--- src/rtl/multi_channel_ranging_controller.sv ---
// Round-robin ultrasonic ranging sequencer: trigger, echo timing, tagged result.
// Define NEAREST_TRACK_EN to add per-sweep nearest-target outputs.
module multi_channel_ranging_controller #(
  parameter int NUM_CH          = 4,
  parameter int CNT_W           = 16,
  parameter int TRIG_CYCLES     = 10,
  parameter int TIMEOUT_CYCLES  = 60000,
  parameter int COOLDOWN_CYCLES = 2000,
  localparam int CH_W = (NUM_CH > 1) ? $clog2(NUM_CH) : 1
) (
  input  logic              clk,
  input  logic              reset_n,
  input  logic              enable,
  input  logic [NUM_CH-1:0] ch_mask,
  input  logic [NUM_CH-1:0] echo_in,
  output logic [NUM_CH-1:0] trig_out,
  output logic              dist_valid,
  output logic [CNT_W-1:0]  dist_count,
  output logic [CH_W-1:0]   dist_ch,
  output logic              dist_timeout,
  output logic              busy
`ifdef NEAREST_TRACK_EN
  ,
  output logic [CNT_W-1:0]  nearest_count,
  output logic [CH_W-1:0]   nearest_ch,
  output logic              sweep_done
`endif
);

  localparam int TA = (TRIG_CYCLES > COOLDOWN_CYCLES)
                    ? TRIG_CYCLES : COOLDOWN_CYCLES;
  localparam int TM = (TA > TIMEOUT_CYCLES) ? TA : TIMEOUT_CYCLES;
  localparam int TMR_W = $clog2(TM + 1);

  localparam logic [TMR_W-1:0] TRIG_LAST = TMR_W'(TRIG_CYCLES - 1);
  localparam logic [TMR_W-1:0] WAIT_LAST = TMR_W'(TIMEOUT_CYCLES - 1);
  localparam logic [TMR_W-1:0] COOL_LAST = TMR_W'(COOLDOWN_CYCLES - 1);
  localparam logic [CNT_W-1:0] CNT_LIM   = CNT_W'(TIMEOUT_CYCLES);

  typedef enum logic [2:0] {
    S_IDLE,
    S_TRIG,
    S_WAIT,
    S_MEAS,
    S_STORE,
    S_COOL
  } state_t;

  state_t state, state_d;

  logic [NUM_CH-1:0] echo_m, echo_s;
  logic [CH_W-1:0]   ch, ch_d, pick, cand;
  logic              found;
  logic [TMR_W-1:0]  tmr;
  logic [CNT_W-1:0]  cnt;
  logic              echo_cur, echo_prev, echo_rise;
  logic              res_to;
  logic [CNT_W-1:0]  res_cnt;

  assign echo_cur  = echo_s[ch];
  assign echo_rise = echo_cur & ~echo_prev;
  assign ch_d      = (state == S_IDLE) ? pick : ch;
  assign busy      = (state != S_IDLE);

  // two-flop synchroniser on every raw echo pad
  always_ff @(posedge clk or negedge reset_n) begin
    if (!reset_n) begin
      echo_m <= '0;
      echo_s <= '0;
    end else begin
      echo_m <= echo_in;
      echo_s <= echo_m;
    end
  end

  // next enabled channel after the pointer, wrapping round
  always_comb begin
    pick  = ch;
    found = 1'b0;
    cand  = ch;
    for (int i = 1; i <= NUM_CH; i++) begin
      if (int'(ch) + i >= NUM_CH)
        cand = CH_W'(int'(ch) + i - NUM_CH);
      else
        cand = CH_W'(int'(ch) + i);
      if (!found && ch_mask[cand]) begin
        found = 1'b1;
        pick  = cand;
      end
    end
  end

  // result of the measurement that is about to be stored
  always_comb begin
    res_to  = (state == S_WAIT) | echo_cur;
    res_cnt = res_to ? '1 : cnt;
  end

  // state register
  always_ff @(posedge clk or negedge reset_n) begin
    if (!reset_n) state <= S_IDLE;
    else          state <= state_d;
  end

  // next-state decode
  always_comb begin
    state_d = state;
    unique case (state)
      S_IDLE:
        if (enable && (|ch_mask)) state_d = S_TRIG;
      S_TRIG:
        if (tmr == TRIG_LAST) state_d = S_WAIT;
      S_WAIT:
        if (echo_rise)              state_d = S_MEAS;
        else if (tmr == WAIT_LAST)  state_d = S_STORE;
      S_MEAS:
        if (!echo_cur || cnt >= CNT_LIM) state_d = S_STORE;
      S_STORE:
        state_d = S_COOL;
      S_COOL:
        if (tmr == COOL_LAST) state_d = S_IDLE;
      default:
        state_d = S_IDLE;
    endcase
  end

  // channel pointer, timers, echo counter and result registers
  always_ff @(posedge clk or negedge reset_n) begin
    if (!reset_n) begin
      ch           <= CH_W'(NUM_CH - 1);
      tmr          <= '0;
      cnt          <= '0;
      echo_prev    <= 1'b0;
      trig_out     <= '0;
      dist_valid   <= 1'b0;
      dist_count   <= '0;
      dist_ch      <= '0;
      dist_timeout <= 1'b0;
    end else begin
      echo_prev  <= echo_cur;
      dist_valid <= 1'b0;
      trig_out   <= '0;
      if (state_d == S_TRIG) begin
        ch             <= ch_d;
        trig_out[ch_d] <= 1'b1;
      end
      if (state_d == S_STORE) begin
        dist_valid   <= 1'b1;
        dist_count   <= res_cnt;
        dist_ch      <= ch;
        dist_timeout <= res_to;
      end
      if (state_d != state)
        tmr <= '0;
      else if (state inside {S_TRIG, S_WAIT, S_COOL})
        tmr <= tmr + 1'b1;
      if (state == S_WAIT && echo_rise)
        cnt <= CNT_W'(1);
      else if (state == S_MEAS && echo_cur && cnt < CNT_LIM)
        cnt <= cnt + 1'b1;
    end
  end

`ifdef NEAREST_TRACK_EN
  logic [CNT_W-1:0] run_cnt, best_cnt;
  logic [CH_W-1:0]  run_ch, best_ch, hi;
  logic             take, last;

  // running minimum and end-of-sweep detection
  always_comb begin
    hi = '0;
    for (int i = 0; i < NUM_CH; i++)
      if (ch_mask[i]) hi = CH_W'(i);
    take = !res_to &&
           (res_cnt < run_cnt ||
            (res_cnt == run_cnt && ch < run_ch));
    best_cnt = take ? res_cnt : run_cnt;
    best_ch  = take ? ch : run_ch;
    last     = (ch >= hi);
  end

  // publish the nearest target once per sweep
  always_ff @(posedge clk or negedge reset_n) begin
    if (!reset_n) begin
      run_cnt       <= '1;
      run_ch        <= '0;
      nearest_count <= '0;
      nearest_ch    <= '0;
      sweep_done    <= 1'b0;
    end else begin
      sweep_done <= 1'b0;
      if (state_d == S_STORE) begin
        if (last) begin
          nearest_count <= best_cnt;
          nearest_ch    <= best_ch;
          sweep_done    <= 1'b1;
          run_cnt       <= '1;
          run_ch        <= '0;
        end else begin
          run_cnt <= best_cnt;
          run_ch  <= best_ch;
        end
      end
    end
  end
`endif

endmodule

--- config.mk ---
export PLATFORM = sky130hd
export DESIGN_NAME = multi_channel_ranging_controller
export DESIGN_NICKNAME = d
export VERILOG_FILES = /design/src/rtl/multi_channel_ranging_controller.sv
export SDC_FILE = /design/constraint.sdc
export NUM_CORES = 1
export LEC_CHECK = 0
export CAP_MARGIN = 15
export CORE_MARGIN = 2
export CORE_UTILIZATION = 35
export CTS_CLUSTER_DIAMETER = 40
export DETAILED_ROUTE_END_ITERATION = 7
export DONT_BUFFER_PORTS = 1
export GPL_TIMING_DRIVEN = 0
export PLACE_DENSITY_LB_ADDON = 0.3
export REMOVE_ABC_BUFFERS = 1
export SETUP_SLACK_MARGIN = 0.3
export SLEW_MARGIN = 10
export SYNTH_ARGS = -nofsm -noshare
export SYNTH_HDL_FRONTEND = slang
export SYNTH_SLANG_ARGS = --single-unit
--- constraint.sdc ---
create_clock -name clk -period 4.85 [get_ports clk]
set_clock_uncertainty 0.05 [all_clocks]
set_input_delay 1.455 -clock clk [delete_from_list [all_inputs] [get_ports clk]]
set_output_delay 1.455 -clock clk [all_outputs]
set_load 0.01 [all_outputs]
==> results of run 1 <==
[how the worst max path moves through the flow]
stage / from / to / cells past startpoint
global placement: tmr[0] / dist_ch[0] / 6
detailed placement: ch_mask[1] / tmr[1] / 4
global route: ch[0] / tmr[3] / 7
floorplan: ch_mask[1] / tmr[1] / 4
finish: ch[0] / tmr[15] / 7
CTS: ch[0] / tmr[1] / 7
[cell type report]
cell class	count	area share (%)
flip-flops and latches	70	47.6
clock inverters	1	0.136
repair buffers	1	0.407
inverters	8	0.882
well taps	133	4.51
multi-input cells	218	42.1
clock buffers	14	4.41
[worst reg2reg max path, cell delays in order, from the launching register on]
cell,delay [ps]
dfstp_2,670
mux2i_1,110
mux2_4,320
inv_4,100
and4b_1,640
nor2_2,160
a32oi_4,660
nor2_1,120
[cells in the final DEF, fill, tap and decap left out, types with 3 or more instances in the layout]
| cell | netlist | layout |
|---|---|---|
| o21ai_0 | 4 | 4 |
| nand3_1 | 8 | 8 |
| ha_1 | 4 | 4 |
| nor2_2 | 11 | 11 |
| and3_1 | 5 | 5 |
| mux2_2 | 3 | 3 |
| o211ai_1 | 3 | 3 |
| nand4_1 | 6 | 6 |
| o22a_1 | 15 | 15 |
| clkbuf_1 | 4 | 3 |
| and2_1 | 3 | 3 |
| a211oi_2 | 7 | 7 |
| a31oi_1 | 3 | 3 |
| nor2_1 | 37 | 37 |
| dfrtp_1 | 68 | 68 |
| nor4_1 | 3 | 3 |
| nor3_1 | 7 | 7 |
| inv_1 | 7 | 7 |
| nand2_1 | 21 | 21 |
| a21oi_1 | 6 | 6 |
| clkbuf_8 | 0 | 11 |
| o31ai_1 | 4 | 4 |
| and3b_1 | 3 | 3 |
| xor2_1 | 9 | 9 |
| xnor2_1 | 18 | 18 |
[report_power, final]
part	switching, µW	internal [µW]	total [µW]
Clock	196	211	407
Sequential	189	735	924
Combinational	307	245	552
Total	692	1190	1880
[through the flow]
| stage | hold WS, ps | setup WS (ps) | cells |
|---|---|---|---|
| 4_1_cts | 305 | 1810 | 445 |
| 5_1_grt | 324 | 1620 | 445 |
| 6_report | 302 | 1880 | 445 |
| 3_5_place_dp | 289 | 1800 | 430 |
| 3_3_place_gp | 288 | 1580 | 429 |
| 2_1_floorplan | 281 | 2180 | 296 |
[state kept, by name, indices dropped and copies added, names as in the netlist]
signal        cells
cnt              16
dist_count       16
tmr              16
echo_m            4
echo_s            4
trig_out          4
state             3
ch                2
dist_ch           2
dist_timeout      1
dist_valid        1
echo_prev         1
[cell families (layout without fill, tap and decap cells)]
| group | Yosys count | after routing | share of synthesized area, % |
|---|---|---|---|
| simple gates | 116 | 116 | 17.2 |
| flops | 70 | 70 | 51.2 |
| compound gates | 65 | 65 | 17.6 |
| xor+xnor | 27 | 27 | 6.90 |
| buf+inv | 22 | 24 | 3.72 |
| mux | 6 | 6 | 2.01 |
| fa+ha+maj | 4 | 4 | 1.46 |
[per-layer routing]
| metal | up-vias | share of wire (%) |
|---|---|---|
| met5 | - | 0 |
| met1 | 1149 | 48 |
| li1 | 1102 | - |
| met2 | 42 | 47 |
| met3 | 10 | 4.1 |
| met4 | 0 | 1.2 |
==> qor.yml, run 1 <==
place_area_mm2: 0.00352
p_leak_uw: 0.00150
grt_pass1_vias: 2312
gp_congestion: 0.772
grtUsageTotal_pct: 13.4
nets: 323
postRouteAntennaNets: 0
hold_class: "flip-flop to flip-flop"
syn_area_mm2: 0.00343
antenna_found_initial: 0
critPathLaunchType: "flip-flop"
grt_pass1_wl_um: 11000
ys_seq_elements: 70
crit_buf_inv: 1
via_per_inst: 5.18
yosysMostFrequentCell: "dfrtp_1"
setup_viol: 0
cts.sinks: 70
drt_wl_total_um: 6430
finalHoldViolations: 0
r2r_slack_ps: 1880
clock_latency_ps: 340
use_met2_pct: 20.8
cts_resized: 0
yosysWarnings: 0
via_count: 2303
fin_setup_tns_ps: 0
grt-ovfl-total: 0
use_met1_pct: 17.2
syn_area_per_cell_um2: 11.1
power_density_mw_per_mm2: 511
min_path_cells: 0
clock_path_buffers: 2
path_cells: "mux2i_1 -> mux2_4 -> inv_4 -> and4b_1 -> nor2_2 -> a32oi_4 -> nor2_1"
cp_data_required_time_ps: 4990
synth_edf_count: 0
met3_usage_pct: 3.80
yosysSeqAreaShare_pct: 51.2
fin_util_pct: 38.3
period_minus_slack_ps: 2970
worstSetupPathType: "flip-flop to flip-flop"
seq_area_mm2: 0.00175
tightest_slew_ps: 726
die_x_um: 103
synth_top_area_cell: "dfrtp_1"
min_period_over_period_pct: 61.2
crit_family: "simple AND/OR/NAND/NOR gates"
die_area_mm2: 0.0106
worstSetupEndpointType: "flip-flop"
cts_setup_buffers: 0
first_pass_iters: 6
grt.busiest_layer: "met2"
antennaDiodeCount: 0
total_power_uw: 1880
start_util_pct: 35.6
h-tree-depth: 3
wl_per_cell_um: 14.4
crit_arrival_ps: 3110
syn_to_final_growth_pct: 7.59
grt_setup_unrepaired: "false"
placementRows: 36
route.detailed.drc: 0
cts_hold_buf: 0
slowest_stage: "dfstp_2"
irDropWorstVdd_mv: 0.172
ys_top_cells_by_area: "dfrtp_1 (50%), xnor2_1 (4.6%), nor2_1 (4.1%), o22a_1 (3.8%), a211oi_2 (2.6%)"
fmaxAchievable_mhz: 337
io_pins: 36
die_y_um: 103
run_status: "complete, no violations"
multi_input_area_mm2: 0.00155
worstRegToRegCells: 7
drive_above_1_share_pct: 15.4
holdPathEnd: "echo_s[0]"
n_fill_cell: 958
synth_common_cells: "dfrtp_1 (68), nor2_1 (37), nand2_1 (21), xnor2_1 (18), o22a_1 (15)"
synth_top_area_share_pct: 49.6
slew_viol_final: 0
max_stage_delay_ps: 670
r2r_start: "ch[0]"
dp_hpwl_um: 4460
cts_tree: "yes"
first_iter_violations: 115
yosysUniqueCellTypes: 61
cts-buffers-inserted: 9
synth_top_flop_cell: "dfrtp_1"
async_flop_share_pct: 100
clk_pin_slew_ps: 70
grt_max_degree: 71
synthCells: 310
worstReg2RegEnd: "tmr[15]"
port_buffers: 0
root_buffer: "clkbuf_8"
slew-limit-headroom_pct: 51.3
stdcell_area_mm2: 0.00369
core_area_mm2: 0.00964
cap_violations: 0
cp_max_fo: 16
min_from: "echo_m[0]"
Note: power is estimated with default switching activity, not from simulation.
==> inputs of run 2 (changes only) <==
==> constraint.sdc (replaced) <==
create_clock -name clk -period 2.6 [get_ports clk]
set_clock_uncertainty 0.05 [all_clocks]
set_input_delay 0.78 -clock clk [delete_from_list [all_inputs] [get_ports clk]]
set_output_delay 0.78 -clock clk [all_outputs]
set_load 0.01 [all_outputs]
==> qor.yml, run 2 (synthesized netlist as in run 1, its figures left out) <==
seqPwrFrac_pct: 45.0  # -4.1 points
path_cells: "or3_1"
finalHoldViolations: 0  # unchanged
grt_pass1_wl_um: 11600  # +5.3%
power_switching_uw: 1390  # +100%
p_leak_uw: 0.00163  # +8.8%
slew-limit-headroom_pct: 62.3  # +11 points
grt-ovfl-total: 0  # unchanged
worstSetupPathType: "flip-flop to output pin"
intPower_uw: 2410  # +100%
die_y_um: 103  # unchanged
root_buffer: "clkbuf_8"
drt_wl_total_um: 6960  # +8.2%
crit_family: "simple AND/OR/NAND/NOR gates"
postRouteAntennaNets: 0  # unchanged
h-tree-depth: 3  # unchanged
first_pass_iters: 7  # +1
gp_congestion: 0.772  # unchanged
grt_max_degree: 71  # unchanged
antenna_found_initial: 0  # unchanged
top_regs: "cnt: 16 flops, dist_count: 16 flops, tmr: 16 flops"
cts_hold_buf: 0  # unchanged
first_iter_violations: 86  # -25%
swShare_pct: 36.7  # -0.076 points
place_area_mm2: 0.00352  # unchanged
cp_data_required_time_ps: 1770  # -3220 ps
syn_to_final_growth_pct: 17.1
final_cell_mix: "dfrtp_1 (65), nor2_1 (37), buf_4 (22)"
die_area_mm2: 0.0106  # unchanged
fin_setup_tns_ps: 0  # unchanged
drive_above_1_share_pct: 26.3  # +11 points
cp_max_fo: 11  # -5
slowest_stage: "or3_1"
power_density_mw_per_mm2: 946  # +85%
setup_viol: 0  # unchanged
port_buffers: 0  # unchanged
stdcell_area_mm2: 0.00401  # +8.8%
clk_pin_slew_ps: 70  # about the same
worstSetupEndpointType: "output pin"
max_stage_delay_ps: 560  # -110 ps
start_util_pct: 35.6  # unchanged
grtUsageTotal_pct: 14.2  # +0.75 points
crit_arrival_ps: 1420  # -1690 ps
cap_violations: 0  # unchanged
placementRows: 36  # unchanged
fmaxAchievable_mhz: 444
hold_class: "primary input to async pin"
clockPowerShare_pct: 20.1  # -1.5 points
cts.sinks: 70  # unchanged
holdWs_ps: 84.6  # -217 ps
period_minus_slack_ps: 2250
via_count: 2435  # +5.7%
wl_per_cell_um: 14.8  # +2.3%
power_frac_comb_pct: 34.9  # +5.6 points
clock_path_buffers: 2  # unchanged
dp_hpwl_um: 4460  # unchanged
grt_setup_unrepaired: "true"
cts-buffers-inserted: 9  # unchanged
slew_viol_final: 0  # unchanged
clock_latency_ps: 340  # about the same
irDropWorstVdd_mv: 0.372  # +120%
core_area_mm2: 0.00964  # unchanged
route.detailed.drc: 0  # unchanged
io_pins: 36  # unchanged
critPathLaunchType: "flip-flop"
tightest_slew_ps: 565  # -161 ps
grt_pass1_vias: 2401  # +3.8%
via_per_inst: 5.17  # -0.10%
final_common_cell: "dfrtp_1"
die_x_um: 103  # unchanged
nets: 349  # +8.0%
cts_tree: "yes"
crit_buf_inv: 0  # -1
run_status: "complete, no violations"
min_period_over_period_pct: 86.7
antennaDiodeCount: 0  # unchanged
-- run 2: cell count changes in the layout (fill, tap and decap cells not counted), sizes merged --
cell    change
o211ai      +1
buf        +25
-- run 2: layout make-up --
| class | count | area (µm²) |
|---|---|---|
| clock inverter | 1 | 5.00 |
| multi-input combinational | 219 | 1660 |
| fill | 936 | 5630 |
| sequential | 70 | 1760 |
| clock buffer | 14 | 163 |
| inverter | 8 | 32.5 |
| timing repair buffer | 26 | 231 |
| tap | 133 | 166 |
-- run 2: stage by stage --
step / total power (µW) / std cells / utilization (%) / worst slack [ps]
2_1_floorplan: 2520 / 296 / - / 15.7
3_3_place_gp: 2730 / 429 / 36.3 / -667
3_5_place_dp: 2790 / 430 / 36.5 / -444
4_1_cts: 3750 / 462 / 40.2 / 293
5_1_grt: 4070 / 471 / 41.6 / 253
6_report: 3800 / 471 / 41.6 / 347
-- run 2: final timing paths --
check / startpoint / to / slack (ps) / cells past startpoint
setup reg to reg: tmr[13] / tmr[11] / 370 / 7
setup / recovery: state[0] / busy / 350 / 1
hold reg to reg: echo_m[0] / echo_s[0] / 300 / 0
max in group asynchronous: reset_n / ch[1] / 2210 / 0
min in group clk: echo_m[0] / echo_s[0] / 300 / 0
hold / removal: reset_n / dist_count[4] / 80 / 0
-- run 2: what timing repair did --
item / in CTS / in global routing
pin swaps: 4 / 12
gates cloned: 1 / 0
setup endpoints to repair: 32 / 26
setup buffers: 16 / 9
resized for setup: 7 / 16
-- run 2: power groups by stage --
stage               sequential (µW)  combinational [µW]  clock [µW]
floorplan                      1670                 855           0
global placement               1740                 993           0
detailed placement             1750                1040           0
CTS                            1710                1250         784
global route                   1760                1470         843
finish                         1710                1330         764
-- run 2: routing by layer --
layer | GRT usage (%) | share of wire [%] | routed length (µm) | up-vias
met5 | 0 | 0 | 0 | -
met1 | 18.1 | 46 | 3190 | 1219
li1 | - | - | - | 1159
met2 | 22.4 | 49 | 3430 | 49
met3 | 3.53 | 3.6 | 248 | 8
met4 | 7.09 | 1.3 | 87 | 0
==> inputs of run 3 (changes only) <==
--- a/config.mk
+++ b/config.mk
@@ -11,10 +11,9 @@
 export CTS_CLUSTER_DIAMETER = 40
 export DETAILED_ROUTE_END_ITERATION = 7
 export DONT_BUFFER_PORTS = 1
-export GPL_TIMING_DRIVEN = 0
 export PLACE_DENSITY_LB_ADDON = 0.3
 export REMOVE_ABC_BUFFERS = 1
-export SETUP_SLACK_MARGIN = 0.3
+export SETUP_SLACK_MARGIN = 0.02
 export SLEW_MARGIN = 10
 export SYNTH_ARGS = -nofsm -noshare
 export SYNTH_HDL_FRONTEND = slang
==> qor.yml, run 3 (synthesized netlist as in run 1, its figures left out) <==
crit_arrival_ps: 2530  # +1110 ps
gp_congestion: 0.858  # +11%
postRouteAntennaNets: 0  # unchanged
die_y_um: 103  # unchanged
final_common_cell: "dfrtp_1"
cts_resized: 0  # -7
grt_pass1_vias: 2267  # -5.6%
use_met2_pct: 20.5  # -1.9 points
cts_hold_buf: 0  # unchanged
cts_tree: "yes"
clock_path_buffers: 2  # unchanged
multi_input_area_mm2: 0.00155  # -6.7%
fmaxAchievable_mhz: 426  # -4.0%
io_pins: 36  # unchanged
grt_max_degree: 71  # unchanged
p_leak_uw: 0.00153  # -5.7%
start_util_pct: 35.6  # unchanged
clock_latency_ps: 350  # about the same
hold_class: "primary input to async pin"
die_area_mm2: 0.0106  # unchanged
antennaDiodeCount: 0  # unchanged
setup_viol: 0  # unchanged
root_buffer: "clkbuf_8"
period_minus_slack_ps: 2350  # +94.1 ps
clockPowerShare_pct: 22.8  # +2.7 points
clk_pin_slew_ps: 70  # about the same
intPower_uw: 2380  # -1.0%
n_fill_cell: 957  # +2.2%
cap_violations: 0  # unchanged
seqPwrFrac_pct: 45.2  # +0.2 points
core_area_mm2: 0.00964  # unchanged
final_cell_mix: "dfrtp_1 (68), nor2_1 (37), nand2_1 (21)"
antenna_found_initial: 0  # unchanged
power_switching_uw: 1330  # -4.8%
fin_setup_tns_ps: 0  # unchanged
total_power_uw: 3710  # -2.4%
via_per_inst: 5.06  # -2.0%
cp_max_fo: 13  # +2
dp_hpwl_um: 4560  # +2.3%
first_iter_violations: 89  # +3.5%
cts.sinks: 70  # unchanged
placementRows: 36  # unchanged
tightest_slew_ps: 644  # +79.2 ps
run_status: "complete, no violations"
critPathLaunchType: "flip-flop"
grt_pass1_wl_um: 11200  # -3.3%
via_count: 2284  # -6.2%
top_regs: "cnt: 16 flops, dist_count: 16 flops, tmr: 16 flops"
cp_data_required_time_ps: 2790  # +1020 ps
syn_to_final_growth_pct: 9.67
min_period_over_period_pct: 90.3  # +3.6 points
seq_area_mm2: 0.00175  # -0.21%
cts-buffers-inserted: 9  # unchanged
use_met1_pct: 18.4  # +0.28 points
wl_per_cell_um: 14.5  # -1.6%
power_density_mw_per_mm2: 986  # +4.2%
power_frac_comb_pct: 32.0  # -2.9 points
h-tree-depth: 3  # unchanged
grt_setup_unrepaired: "false"
grt-ovfl-total: 0  # unchanged
grtUsageTotal_pct: 13.8  # -0.42 points
grt.busiest_layer: "met2"
slew_viol_final: 0  # unchanged
swShare_pct: 35.8  # -0.90 points
worstSetupPathType: "flip-flop to flip-flop"
worstSetupEndpointType: "flip-flop"
first_pass_iters: 4  # -3
nets: 329  # -5.7%
port_buffers: 0  # unchanged
cts_setup_buffers: 0  # -16
route.detailed.drc: 0  # unchanged
finalHoldViolations: 0  # unchanged
irDropWorstVdd_mv: 0.355  # -4.6%
die_x_um: 103  # unchanged
met3_usage_pct: 3.66  # +0.14 points
drt_wl_total_um: 6560  # -5.8%
slew-limit-headroom_pct: 57.0  # -5.3 points
drive_above_1_share_pct: 16.4  # -10 points
[run 3: cell count changes in the layout (fill, tap and decap cells not counted), moves of 2 or more]
cell | previous run | this run
dfrtp_1 | 65 | 68
dfrtp_2 | 3 | 0
buf_4 | 22 | 5
and4b_1 | 0 | 2
nor2_2 | 9 | 11
nor2_4 | 2 | 0
a211oi_1 | 0 | 2
[run 3: routing by layer]
| layer | part of all wire (%) | routed length [µm] |
|---|---|---|
| met1 | 49 | 3230 |
| met2 | 45 | 2970 |
| met3 | 3.5 | 232 |
| met4 | 1.9 | 122 |
| met5 | 0 | 0 |
[run 3: final cells by class]
type / count / area share [%]
inverters: 8 / 0.865
well taps: 133 / 4.43
clock buffers: 14 / 4.06
flip-flops and latches: 70 / 46.7
repair buffers: 7 / 2.06
multi-input cells: 218 / 41.1
clock inverters: 1 / 0.799
[run 3: worst paths after layout]
path	from	to	slack, ps	cells after the start
min in group clk	echo_m[1]	echo_s[1]	300	0
setup reg to reg	cnt[12]	cnt[11]	250	6
hold / removal	reset_n	cnt[4]	70	0
setup / recovery	cnt[12]	cnt[11]	250	6
max in group asynchronous	reset_n	ch[1]	2230	0
hold reg to reg	echo_m[1]	echo_s[1]	300	0
[run 3: power groups by stage]
stage	clock network [µW]	logic, µW	registers [µW]
floorplan	0	855	1670
global placement	0	1170	1700
detailed placement	0	1190	1710
CTS	872	1200	1680
global route	920	1320	1730
finish	845	1190	1680
[run 3: worst max-delay path, cell delays in order, from the launching register on]
cell and delay [ps]:
dfrtp_1 450, or4_1 560, o22ai_2 240, o211ai_4 240, a211oi_2 360, a31oi_1 130
a41o_1 210
[run 3: stage by stage]
step | instance area (µm²) | hold slack, ps | utilization [%] | cells | setup slack [ps]
finish | 3760 | 69.7 | 39.0 | 451 | 253
global route | 3760 | 53.1 | 39.0 | 451 | 139
CTS | 3760 | 53.8 | 39.0 | 451 | 254
detailed placement | 3580 | 286 | 37.1 | 436 | 254
global placement | 3580 | 283 | 37.1 | 436 | 315
floorplan | 3330 | 281 | - | 296 | 15.7
